==> src/rtl/biquad_coeff_pkg.sv <==
// Shared types and constants for the biquad coefficient loader.
package biquad_coeff_pkg;

   typedef enum logic [2:0] {
      ST_IDLE,
      ST_WR_H,
      ST_HOLD_H,
      ST_WR_L,
      ST_HOLD_L,
      ST_SETTLE,
      ST_UPDATE
   } state_t;

   localparam int SETTLE_CYCLES  = 2;
   localparam int COEFF_BITS_DEF = 18;

   function automatic int hi_idx(input int k);
      return 2 * k;
   endfunction

   function automatic int lo_idx(input int k);
      return 2 * k + 1;
   endfunction

endpackage

==> src/rtl/biquad8_coeff_loader.sv <==
// Shadow register file plus sequencer that shifts each stage's high/low
// B coefficients into a biquad bank and fires one broadcast update.
module biquad8_coeff_loader
   import biquad_coeff_pkg::*;
#(
   parameter int NBQ        = 4,
   parameter int COEFF_BITS = COEFF_BITS_DEF,
   parameter int ADR_BITS   = $clog2(2 * NBQ)
) (
   input  logic                  clk,
   input  logic                  rst,
   input  logic                  bus_wr_i,
   input  logic [ADR_BITS-1:0]   bus_adr_i,
   input  logic [COEFF_BITS-1:0] bus_dat_i,
   output logic [COEFF_BITS-1:0] bus_rdat_o,
   input  logic                  commit_i,
   output logic                  busy_o,
   output logic                  done_o,
   output logic [COEFF_BITS-1:0] coeff_dat_o,
   output logic                  coeff_adr_o,
   output logic [NBQ-1:0]        coeff_wr_o,
   output logic                  coeff_update_o
);

   localparam int NENT = 2 * NBQ;
   localparam int IW   = $clog2(NENT);
   localparam int KW   = (NBQ > 1) ? $clog2(NBQ) : 1;
   localparam int SW   = (SETTLE_CYCLES > 1) ? $clog2(SETTLE_CYCLES) : 1;
   localparam int NENT_I = NENT;
   localparam logic [ADR_BITS:0] NENT_A = NENT_I[ADR_BITS:0];

   logic [COEFF_BITS-1:0] shadow [NENT];
   logic [COEFF_BITS-1:0] snap   [NENT];
   state_t                state;
   logic [KW-1:0]         k;
   logic [SW-1:0]         settle_cnt;
   logic                  pending;
   logic                  adr_ok;
   logic [IW-1:0]         adr_idx;
   logic                  start;

   assign adr_ok  = {1'b0, bus_adr_i} < NENT_A;
   assign adr_idx = bus_adr_i[IW-1:0];

   // A new sequence begins from IDLE on commit, or straight out of UPDATE
   // when a commit is pending or arrives in that very cycle.
   assign start = ((state == ST_IDLE) && commit_i) ||
                  ((state == ST_UPDATE) && (pending || commit_i));

   always_ff @(posedge clk) begin
      if (rst) begin
         for (int i = 0; i < NENT; i++) shadow[i] <= '0;
         bus_rdat_o <= '0;
      end else begin
         if (bus_wr_i && adr_ok) shadow[adr_idx] <= bus_dat_i;
         bus_rdat_o <= adr_ok ? shadow[adr_idx] : '0;
      end
   end

   always_ff @(posedge clk) begin
      if (rst) begin
         for (int i = 0; i < NENT; i++) snap[i] <= '0;
         state          <= ST_IDLE;
         k              <= '0;
         settle_cnt     <= '0;
         pending        <= 1'b0;
         busy_o         <= 1'b0;
         done_o         <= 1'b0;
         coeff_dat_o    <= '0;
         coeff_adr_o    <= 1'b0;
         coeff_wr_o     <= '0;
         coeff_update_o <= 1'b0;
      end else begin
         done_o         <= 1'b0;
         coeff_update_o <= 1'b0;

         if (start)
            pending <= 1'b0;
         else if (commit_i && (state != ST_IDLE))
            pending <= 1'b1;

         if (start) begin
            // Snapshot and first data come from the shadow's pre-edge value.
            for (int i = 0; i < NENT; i++) snap[i] <= shadow[i];
            state       <= ST_WR_H;
            k           <= '0;
            busy_o      <= 1'b1;
            coeff_wr_o  <= NBQ'(1);
            coeff_adr_o <= 1'b0;
            coeff_dat_o <= shadow[IW'(hi_idx(0))];
         end else begin
            case (state)
               ST_WR_H: begin
                  state      <= ST_HOLD_H;
                  coeff_wr_o <= '0;
               end
               ST_HOLD_H: begin
                  state       <= ST_WR_L;
                  coeff_wr_o  <= NBQ'(1) << k;
                  coeff_adr_o <= 1'b1;
                  coeff_dat_o <= snap[IW'(lo_idx(int'(k)))];
               end
               ST_WR_L: begin
                  state      <= ST_HOLD_L;
                  coeff_wr_o <= '0;
               end
               ST_HOLD_L: begin
                  if (k == KW'(NBQ - 1)) begin
                     state       <= ST_SETTLE;
                     settle_cnt  <= '0;
                     coeff_adr_o <= 1'b0;
                     coeff_dat_o <= '0;
                  end else begin
                     state       <= ST_WR_H;
                     k           <= k + 1'b1;
                     coeff_wr_o  <= NBQ'(1) << (k + 1'b1);
                     coeff_adr_o <= 1'b0;
                     coeff_dat_o <= snap[IW'(hi_idx(int'(k) + 1))];
                  end
               end
               ST_SETTLE: begin
                  if (settle_cnt == SW'(SETTLE_CYCLES - 1)) begin
                     state          <= ST_UPDATE;
                     coeff_update_o <= 1'b1;
                     done_o         <= 1'b1;
                  end else begin
                     settle_cnt <= settle_cnt + 1'b1;
                  end
               end
               ST_UPDATE: begin
                  state  <= ST_IDLE;
                  busy_o <= 1'b0;
               end
               default: state <= ST_IDLE;
            endcase
         end
      end
   end

endmodule
==> config.mk <==
export PLATFORM = sky130hd
export DESIGN_NAME = biquad8_coeff_loader
export DESIGN_NICKNAME = d
export VERILOG_FILES = /design/src/rtl/biquad_coeff_pkg.sv /design/src/rtl/biquad8_coeff_loader.sv
export SDC_FILE = /design/constraint.sdc
export NUM_CORES = 1
export LEC_CHECK = 0
export ABC_AREA = 1
export CORE_UTILIZATION = 55
export DETAILED_ROUTE_END_ITERATION = 10
export PLACE_DENSITY = 0.76
export SLEW_MARGIN = 20
export SYNTH_ARGS = -nofsm -noshare
export SYNTH_HDL_FRONTEND = slang
export SYNTH_SLANG_ARGS = --single-unit
==> constraint.sdc <==
create_clock -name clk -period 3.4 [get_ports clk]
set_input_delay 0.68 -clock clk [delete_from_list [all_inputs] [get_ports clk]]
set_output_delay 0.68 -clock clk [all_outputs]
set_load 0.01 [all_outputs]
Word level (Yosys, flattened, before mapping) --
Memories as Yosys holds them, arrays and structs flattened. A register that Yosys moved wholly into a read port is not among the register bits. Index checks and enable logic that the tools add are counted.
Cells by class: add/subtract/negate cells 4, multiply operators 0, div/mod/pow operators 0, $lt $le $gt $ge 0, eq/ne operators 12, shift-type cells 2, muxes and demuxes 36, bitwise logic cells 11, reductions and logical operators 21
Operators by type and width (number):
- $mux 18 | 11
- $pmux 18 s2 | 1
- $reduce_or 18->1 | 1
- $mux 1 | 16
- $pmux 3 s5 | 1
- $pmux 4 s3 | 1
- $eq 3x3->1 const B | 3
- $mux 3 | 3
- $reduce_bool 3->1 | 3
- $or 1x1->1 | 8
- $shl 1x2->4 const A | 2
- $eq 3x2->1 const B | 2
- $ne 2x2->1 const B | 3
- $ne 3x3->1 const B | 2
- $reduce_and 2->1 | 3
- $reduce_bool 2->1 | 3
- $add 2x1->2 const B | 2
- $mux 4 | 1
- $pmux 1 s2 | 2
- $reduce_bool 4->1 | 1
- $reduce_or 2->1 | 2
- $add 3x1->3 const B | 1
- $eq 3x1->1 const B | 1
- $logic_and 1x1->1 | 3
- other kinds (7) | 10
Storage, ports and cells: flip-flop bits (word level) 32, latch bits 0, memory bits (writable) 288, bits in read-only memories 0, bits of input ports 25, output and inout bits 44, memories kept 2
Memories:
- shadow | words 8, bits a word 18, read ports 9, clocked after memory_dff 1, write ports 8, RTL line biquad8_coeff_loader.sv:32 | logic [COEFF_BITS-1:0] shadow [NENT];
- snap | words 8, bits a word 18, read ports 2, clocked after memory_dff 0, write ports 8, RTL line biquad8_coeff_loader.sv:33 | logic [COEFF_BITS-1:0] snap [NENT];

Depth between registers and ports, before layout --
Gate-level depths: netlist of run 1.
depth in word-level cells 7, gate-level depth with buffers 11, gate-level depth less buffers 9

Worst setup path after synthesis of run 1 --
No wires, ideal clock.
kind in2reg, start point input port commit_i, end point memory snap[0][0] in the netlist's numbering (enable), setup time 0.436 ns, arrival time 2.834 ns, path slack 0.130 ns, stages 7, buffers on the path 1, path through inv_1 > nand2_1 > nand3_1 > nand2_2 > buf_2 > nor2_2 > inv_2
RTL lines:
- start: declaration | RTL line biquad8_coeff_loader.sv:16 | input logic commit_i,
- end: declaration | RTL line biquad8_coeff_loader.sv:33

==> results of run 1 <==
-- final cells by class --
| class | count | area, µm² | share of cell area (%) |
|---|---|---|---|
| clock inverter | 22 | 281.5 | 1.593 |
| clock buffer | 43 | 958.4 | 5.422 |
| timing repair buffer | 94 | 918.4 | 5.196 |
| multi-input combinational | 988 | 4244 | 24.01 |
| inverter | 307 | 1157 | 6.548 |
| sequential | 338 | 9651 | 54.60 |
| tap | 372 | 465.4 | 2.633 |
-- tightest hold or removal path, cell delays in order (launching register included) --
cell and delay, ns:
dfxtp_1 0.31, nand2_1 0.06, a21oi_1 0.05
-- layer usage --
metal	routed length (µm)	global-route usage [%]	share of wire, %	vias to the layer above
met1	16710	42.08	44	5205
met3	4518	5.224	12	61
met4	723	7.403	1.9	2
met5	13	0	0.034	-
li1	-	-	-	5466
met2	15740	37.90	42	659
-- state kept, by name, summed over array words and instances (netlist names) --
register        count
state               3
k                   2
snap              144
coeff_adr_o         1
settle_cnt          1
coeff_update_o      1
coeff_dat_o        18
shadow            144
busy_o              1
bus_rdat_o         18
pending             1
coeff_wr_o          4
-- cells in the final DEF, fill, tap and decap left out --
master,count
nand2_1,408
nor2_1,322
inv_1,300
edfxtp_1,288
nand3_1,83
clkdlybuf4s50_1,66
a21oi_1,63
dfxtp_1,49
o211ai_1,37
clkbuf_16,37
o21ai_0,24
buf_4,23
o21a_1,18
nor2_2,14
nand2_2,10
clkinv_1,7
bufinv_16,6
inv_2,5
clkbuf_1,5
clkinvlp_4,4
buf_12,4
nor2_4,3
inv_6,3
clkinv_2,3
nand2_4,2
nor4_1,1
nand3_2,1
o21ai_1,1
ha_1,1
clkinv_8,1
clkbuf_8,1
buf_2,1
dfxtp_2,1
-- per-stage QoR --
stage | instance area (µm²) | utilization, % | std cells
floorplan | 15450 | - | 1717
global placement | 16440 | 60.31 | 2099
detailed placement | 16440 | 60.31 | 2099
CTS | 17680 | 64.86 | 2164
global route | 17680 | 64.86 | 2164
finish | 17680 | 64.86 | 2164
-- report_power, final --
part	total, mW	switching, mW	internal [mW]	leakage [nW]
combinational	1.04	0.690	0.354	4.02
sequential	5.03	0.145	4.89	3.34
clock	4.10	1.62	2.48	0.592
total	10.2	2.45	7.72	7.96
-- kinds of logic after synthesis --
group	count (synthesis)	synth area share [%]
adder cells (fa/ha/maj)	1	0.08099
flip-flops	338	62.47
buffers and inverters	391	10.05
AO/OA/AOI/OAI	143	5.525
AND/OR/NAND/NOR	844	21.87
-- worst max path at each step --
| stage | start | endpoint | slack, ns | cells after the start |
|---|---|---|---|---|
| detailed placement | bus_wr_i | shadow[1][4] | 0.54 | 5 |
| finish | bus_wr_i | shadow[1][16] | 1.08 | 5 |
| CTS | bus_wr_i | shadow[1][16] | 1.07 | 5 |
| global route | bus_wr_i | shadow[1][11] | 0.92 | 5 |
| floorplan | commit_i | snap[0][0] | 0.13 | 7 |
| global placement | bus_wr_i | shadow[1][4] | 0.63 | 5 |
==> run_results.csv, run 1 <==
group,metric,value,unit
outcome,outcome,"complete, no violations",
logic_synthesis,syn_area_per_cell,8.996,µm²
layout,antennaDiodeCount,0,
timing,rsz0062_at_grt,"no",
floorplanning,pin_count,69,
setup_path,crit_buf_inv,1,
pwr,power,10.18,mW
timing,hold_viol_final,0,
logic_synthesis,synth.most_common_cell,"nand2_1",
layout,drive_above_1_share,6.641,%
worst_hold_path,holdPathEnd,"coeff_adr_o",
global_route,grt_max_degree,127,
layout,n_fill_cell,2141,
worst_hold_path,worstHoldStart,"coeff_adr_o",
global_route,track_usage,26.89,%
placed_design,gp_congestion,0.8845,
logic_synthesis,synth_cells,1717,
logic_synthesis,yosysSeqAreaShare,62.47,%
setup_path,ff2ff_setup_slack,1.18,ns
placed_design,dp_hpwl,25740,µm
routing,vias,11390,
pwr,power.density,575.7,nW/µm²
timing,worst_slack,1.080,ns
clock_tree,cts-root-buf,"clkbuf_16",
timing,worst_pin_slew,1.083,ns
logic_synthesis,ys_seq_elements,338,
logic_synthesis,syn-num-nets,1743,
routing,drc_errors,0,
pwr,p_leak,7.959,nW
timing,setup_tns,0,ns
worst_hold_path,holdCritPathClass,"register to register",
pwr,peakVddDrop,0.3175,mV
timing,whs,0.4660,ns
clock_tree,cts_sinks,338,
setup_path,reg2reg_from,"k[0]",
timing,relSlewSlack,27.83,%
floorplanning,dieArea,28760,µm²
clock_tree,clk_pin_slew_worst_paths,0.06,ns
setup_path,end_kind,"register",
setup_path,crit_slowest_cell,"nand2_1",
logic_synthesis,yosys-top-cells-count,"nand2_1, nor2_1, inv_1, edfxtp_1, nand3_1",
setup_path,crit_top_cell,"nand2_1",
floorplanning,core_area,27250,µm²
logic_synthesis,synth.distinct_cells,25,
timing,finClkSkew,0.01803,ns
clock_tree,cts_resized,0,
setup_path,arrival,2.46,ns
routing,drtIter0Drc,1558,
placed_design,pre_cts_slack,0.5380,ns
logic_synthesis,synth_flop_cell,"edfxtp_1",
global_route,grt_antenna_before_repair,1,
global_route,grt_pass1_vias,10630,
job,maxCapViolations,0,
global_route,grt_pass1_wl,59210,µm
setup_path,crit_required,3.54,ns
clock_tree,cts_setup_buffers,0,
setup_path,path_cells,"clkdlybuf4s50_1, nand2_1, nor2_4, nand2_2, nand2_1",
logic_synthesis,syn_area,15450,µm²
clock_tree,h-tree-depth,2,
layout,nNetsFinal,1791,
floorplanning,die_w,169.6,µm
routing,wl_per_cell,17.42,µm
floorplanning,start_util,56.68,%
global_route,overflow,0,
timing,max_freq,0.4310,GHz
logic_synthesis,ys_async_sr_fraction,0,%
timing,drv_slew,0,
setup_path,timing.rr.end,"coeff_dat_o[15]",
logic_synthesis,synth_enable_flop_cells,288,
setup_path,r2r_cells,11,
clock_tree,cts_buffers,36,
setup_path,critPathMaxFanout,19,
logic_synthesis,synth_top_cell_area_share,55.99,%
routing,ant_nets,0,
setup_path,critPathTopFamily,"simple AND/OR/NAND/NOR gates",
clock_tree,cts_hold_buf,0,
setup_path,worst_setup_path_start_kind,"input pin",
timing,period_minus_slack,2.320,ns
logic_synthesis,yosys-top-cells-area,"edfxtp_1, nand2_1, nor2_1, inv_1, dfxtp_1",
setup_path,worstSetupPathType,"input pin to register",
logic_synthesis,yosysTopAreaCell,"edfxtp_1",
floorplanning,rows,60,
routing,viasPerCell,5.265,
timing,fin_crit_sh,68.24,%
clock_tree,clk_latency,0.52,ns
clock_tree,clk_path_buf_depth,3,
clock_tree,cts_tree,"built",
routing,first_pass_iters,5,
worst_hold_path,holdPathStages,2,
floorplanning,die_h,169.6,µm
timing,setup_viol,0,
placed_design,portBuffers,68,
routing,routed_wl,37710,µm
setup_path,max_stage_delay,0.62,ns
logic_synthesis,yosys_warnings,0,
layout,area_growth,14.43,%
Note: power is estimated with default switching activity, not from simulation.
==> inputs of run 2 (changes only) <==
Settings changed: CORE_UTILIZATION 55 to 60, PLACE_DENSITY 0.76 to 0.79.
Clock period 3.4 ns to 2.3 ns, I/O delays scaled along.
==> run_results.csv, run 2 (synthesis results as in run 1) <==
group,metric,value,unit
outcome,outcome,"complete, no violations",
placed_design,placed_cell_area,16700,µm²
setup_path,worstSetupPathType,"register to primary output",
routing,drtIter0Drc,1727,
routing,wl_per_cell,17.28,µm
timing,worst_pin_slew,0.6939,ns
timing,worst_slack,0.4001,ns
layout,mostFrequentLayoutCells,"nand2_1, nor2_1, inv_1",
global_route,overflow,0,
routing,first_pass_iters,6,
setup_path,crit_buf_inv,1,
setup_path,critPathLaunch,"bus_rdat_o[7]",
floorplanning,die_h,162.4,µm
timing,fin_crit_sh,82.61,%
clock_tree,clk_latency,0.52,ns
floorplanning,dieArea,26390,µm²
timing,rsz0062_at_grt,"no",
clock_tree,cts_hold_buf,0,
setup_path,worst_setup_path_start_kind,"register",
layout,area.sequential,9651,µm²
setup_path,end_kind,"primary output",
floorplanning,rows,58,
clock_tree,cts_buffers,34,
global_route,track_usage,28.70,%
layout,antennaDiodeCount,0,
worst_hold_path,holdCritPathClass,"input pin to register",
timing,hold_viol_final,0,
global_route,grt_max_degree,127,
timing,max_freq,0.5263,GHz
setup_path,crit_slowest_cell,"clkdlybuf4s50_1",
routing,ant_nets,0,
layout,stdcell_area,17790,µm²
layout,nNetsFinal,1810,
timing,whs,0.4518,ns
setup_path,timing.rr.end,"coeff_dat_o[9]",
pwr,power,14.48,mW
setup_path,max_stage_delay,0.57,ns
clock_tree,cts_sinks,338,
setup_path,r2r_cells,8,
timing,period_minus_slack,1.900,ns
layout,reg.largest.list,"shadow x144, snap x144",
clock_tree,clk_path_buf_depth,3,
global_route,grt_pass1_vias,10500,
timing,finClkSkew,0.02134,ns
placed_design,portBuffers,68,
layout,mostFrequentLayoutCell,"nand2_1",
setup_path,ff2ff_setup_slack,0.46,ns
timing,relSlewSlack,53.45,%
timing,drv_slew,0,
pwr,power.density,813.6,nW/µm²
routing,routed_wl,36970,µm
floorplanning,core_area,25180,µm²
placed_design,dp_hpwl,25650,µm
placed_design,gp_congestion,0.8866,
setup_path,crit_required,1.84,ns
layout,drive_above_1_share,7.352,%
placed_design,pre_cts_slack,0.1815,ns
routing,drc_errors,0,
global_route,grt_antenna_before_repair,0,
clock_tree,cts_setup_buffers,0,
layout,multi_input_area,4244,µm²
layout,area_growth,15.18,%
setup_path,critPathTopFamily,"buffers and inverters",
setup_path,path_depth,1,
setup_path,reg2reg_from,"k[0]",
timing,setup_viol,0,
clock_tree,cts_resized,0,
routing,vias,11580,
setup_path,cp-endpoint,"bus_rdat_o[7]",
setup_path,arrival,1.44,ns
job,maxCapViolations,0,
floorplanning,start_util,61.34,%
pwr,peakVddDrop,0.4933,mV
layout,n_fill_cell,1792,
global_route,grt_pass1_wl,57530,µm
setup_path,path_cells,"clkdlybuf4s50_1",
routing,viasPerCell,5.414,
setup_path,critPathMaxFanout,1,
clock_tree,clk_pin_slew_worst_paths,0.06,ns
clock_tree,cts_tree,"built",
floorplanning,die_w,162.4,µm
clock_tree,h-tree-depth,2,
pwr,p_leak,8.058,nW
floorplanning,pin_count,69,
clock_tree,cts-root-buf,"clkbuf_16",
timing,setup_tns,0,ns
## run 2: cell types whose count changed in the layout (fill, tap and decap cells not counted), sizes merged
cell and delta:
clkbuf +2, bufinv -3, inv -1, buf +21, clkinvlp -2
## run 2: worst min-delay path by stage
stage / startpoint / to / slack, ns / depth (start not counted)
after floorplan: settle_cnt / coeff_update_o / 0.44 / 2
after detailed placement: settle_cnt / coeff_update_o / 0.47 / 2
final: rst / coeff_wr_o[0] / 0.45 / 3
after CTS: rst / coeff_wr_o[0] / 0.43 / 3
after global placement: coeff_adr_o / coeff_adr_o / 0.47 / 2
after global routing: rst / coeff_wr_o[0] / 0.50 / 3
## run 2: tightest hold or removal path: stages
cell and delay (ns):
buf_2 0.09, buf_4 0.27, a21oi_1 0.07
## run 2: layer usage
| metal | track usage (%) | vias to the layer above | part of all wire (%) |
|---|---|---|---|
| li1 | - | 5509 | - |
| met1 | 45.28 | 5340 | 44 |
| met2 | 40.95 | 681 | 43 |
| met3 | 5.475 | 51 | 12 |
| met4 | 6.475 | 0 | 1.5 |
| met5 | 0 | - | 0 |
## run 2: through the flow
step	std cells	util, %
6_report	2139	70.65
5_1_grt	2139	70.65
4_1_cts	2139	70.65
3_5_place_dp	2078	66.33
3_3_place_gp	2078	66.33
2_1_floorplan	1717	-
## run 2: power by group
group          internal [mW]  switching (mW)  total (mW)
Combinational          0.583            1.02        1.61
Sequential              7.22           0.218        7.44
Clock                   3.20            2.23        5.43
## run 2: cell type report
| type | count | area share [%] |
|---|---|---|
| flip-flops and latches | 338 | 54.24 |
| inverters | 307 | 6.505 |
| multi-input cells | 988 | 23.86 |
| clock inverters | 16 | 0.8650 |
| clock buffers | 45 | 5.247 |
| well taps | 330 | 2.321 |
| repair buffers | 115 | 6.963 |
==> RTL edit, RTL diff (settings of run 2) <==
Register the inputs `bus_wr_i`, `bus_adr_i`, `bus_dat_i` and `commit_i` before use, without a reset. The logic sees them one clock later.
--- a/src/rtl/biquad8_coeff_loader.sv
+++ b/src/rtl/biquad8_coeff_loader.sv
@@ -31,2 +31,14 @@
 
+   logic bus_wr_q;
+   logic [ADR_BITS-1:0] bus_adr_q;
+   logic [COEFF_BITS-1:0] bus_dat_q;
+   logic commit_q;
+
+   always_ff @(posedge clk) begin
+      bus_wr_q  <= bus_wr_i;
+      bus_adr_q <= bus_adr_i;
+      bus_dat_q <= bus_dat_i;
+      commit_q  <= commit_i;
+   end
+
    logic [COEFF_BITS-1:0] shadow [NENT];
@@ -41,4 +53,4 @@
 
-   assign adr_ok  = {1'b0, bus_adr_i} < NENT_A;
-   assign adr_idx = bus_adr_i[IW-1:0];
+   assign adr_ok  = {1'b0, bus_adr_q} < NENT_A;
+   assign adr_idx = bus_adr_q[IW-1:0];
 
@@ -46,4 +58,4 @@
    // when a commit is pending or arrives in that very cycle.
-   assign start = ((state == ST_IDLE) && commit_i) ||
-                  ((state == ST_UPDATE) && (pending || commit_i));
+   assign start = ((state == ST_IDLE) && commit_q) ||
+                  ((state == ST_UPDATE) && (pending || commit_q));
 
@@ -54,3 +66,3 @@
       end else begin
-         if (bus_wr_i && adr_ok) shadow[adr_idx] <= bus_dat_i;
+         if (bus_wr_q && adr_ok) shadow[adr_idx] <= bus_dat_q;
          bus_rdat_o <= adr_ok ? shadow[adr_idx] : '0;
@@ -78,3 +90,3 @@
             pending <= 1'b0;
-         else if (commit_i && (state != ST_IDLE))
+         else if (commit_q && (state != ST_IDLE))
             pending <= 1'b1;
Behaviour: not the same (Yosys sat finds a counterexample within 4 cycles, from zero or initial values and one cycle with rst high).
==> RTL edit against run 2 <==
- die area grew 2.4%
- largest power group unchanged
- via count up 1.4%
- total power is 4.5% higher
- routed wire length rose by 1.3%
- synthesized area increased by 2.4%
- setup slack lost 0.21 ns
- sequential cell count rose by 23
- fmax is 9.8% lower
- cell area rose by 2.1%
==> RTL edit: results <==
[cts]
cts.htree.levels = 2
cts_root_buf = "clkbuf_16"
cts_resized = 0
worstSkewPairLatency_ns = 0.52
clk_path_buf_depth = 3
numCtsBuffers = 38

[logic_synthesis]
synth_area_leaders = "edfxtp_1 (55%), nor2_1 (9.6%), dfxtp_1 (9.2%), nand2_1 (7.9%), inv_1 (6.7%)"
synth_edf_count = 288
syn_nets = 1761
yosys-top-cells-count = "nor2_1 (406), nand2_1 (332), edfxtp_1 (288)"
synthArstFlopShare_pct = 0
avgSynthCellArea_um2 = 9.12
seq_area_frac_synth_pct = 63.9
synthDistinctLibCells = 27

[detailed_routing]
via_count = 11748
drt-pass1-iter-count = 6
drtIter0Drc = 1663
avgViaCountPerCell = 5.42
wirelength_um = 37400

[sta]
finClkSkew_ns = 0.0148
maxSlewHeadroom_pct = 45.6

[place]
port_buffers = 68
dp_slack_ns = 0.215
dp_hpwl_um = 25400
dpl-instance-area_mm2 = 0.0169
place_inst = 2097
place_congestion = 0.870

[global_routing]
antenna_found_initial = 1
grt_pass1_wl_um = 58000
grt_max_degree = 109
grt_usage_pct = 28.5
grt_pass1_vias = 10595

[setup_path]
path_class = "reg2reg"
crit_family = "buffers and inverters"
regToRegStartpoint = "state[2]"
cp_slowest_cell = "dfxtp_1"
cpPeakStageDelay_ns = 0.41
critPathMaxFanout = 34
cp.arrival_ns = 2.29

[status]
status = "completed"

[pwr]
ir_drop_v = 0.000544
p_int_mw = 11.7
p_leak_nw = 7.77

[final_layout]
top_regs = "shadow x144, snap x144"
drive_gt1_share_pct = 7.26
## RTL edit: per-layer routing
metal | up-vias | wire, um | global-route usage [%]
met3 | 74 | 4980 | 5.30
met5 | - | 13 | 0
met4 | 2 | 864 | 9.09
met2 | 709 | 15900 | 40.9
li1 | 5568 | - | -
met1 | 5395 | 15600 | 43.8
## RTL edit: worst paths after layout
check | depth (start not counted) | endpoint | slack, ns
worst min-delay path | 2 | settle_cnt | 0.21
worst max register to register | 6 | snap[6][6] | 0.19
worst max-delay path | 6 | snap[6][6] | 0.19
worst min register to register | 2 | coeff_update_o | 0.48
## RTL edit: cell families after synthesis
group	Yosys count	synth area share [%]
and+or+nand+nor	827	20.8
buffers and inverters	371	9.31
DFF	361	63.9
AOI/OAI and AO/OA	175	5.85
adders and majority gates	1	0.0791
## RTL edit: final cells by class
| cell class | instances | area, um2 |
|---|---|---|
| multi-input cells | 1003 | 4230 |
| inverters | 289 | 1090 |
| flip-flops and latches | 361 | 10100 |
| well taps | 335 | 419 |
| repair buffers | 109 | 1060 |
| clock inverters | 21 | 198 |
| fillers | 1873 | 7820 |
| clock buffers | 49 | 1060 |
## RTL edit: through the flow
stage          hold WS (ns)  total power [mW]  utilization [%]
2_1_floorplan         0.430              8.58                -
3_3_place_gp          0.463              9.07             65.1
3_5_place_dp          0.463              9.12             65.1
4_1_cts               0.193              15.1             69.9
5_1_grt               0.196              15.6             69.9
6_report              0.207              15.1             69.9
## RTL edit: power groups by stage
stage | Sequential (mW) | Combinational, mW | Clock (mW)
5_1_grt | 7.72 | 1.47 | 6.44
6_report | 7.69 | 1.32 | 6.11
3_3_place_gp | 7.80 | 1.27 | 0
3_5_place_dp | 7.82 | 1.30 | 0
4_1_cts | 7.68 | 1.32 | 6.15
2_1_floorplan | 7.78 | 0.792 | 0
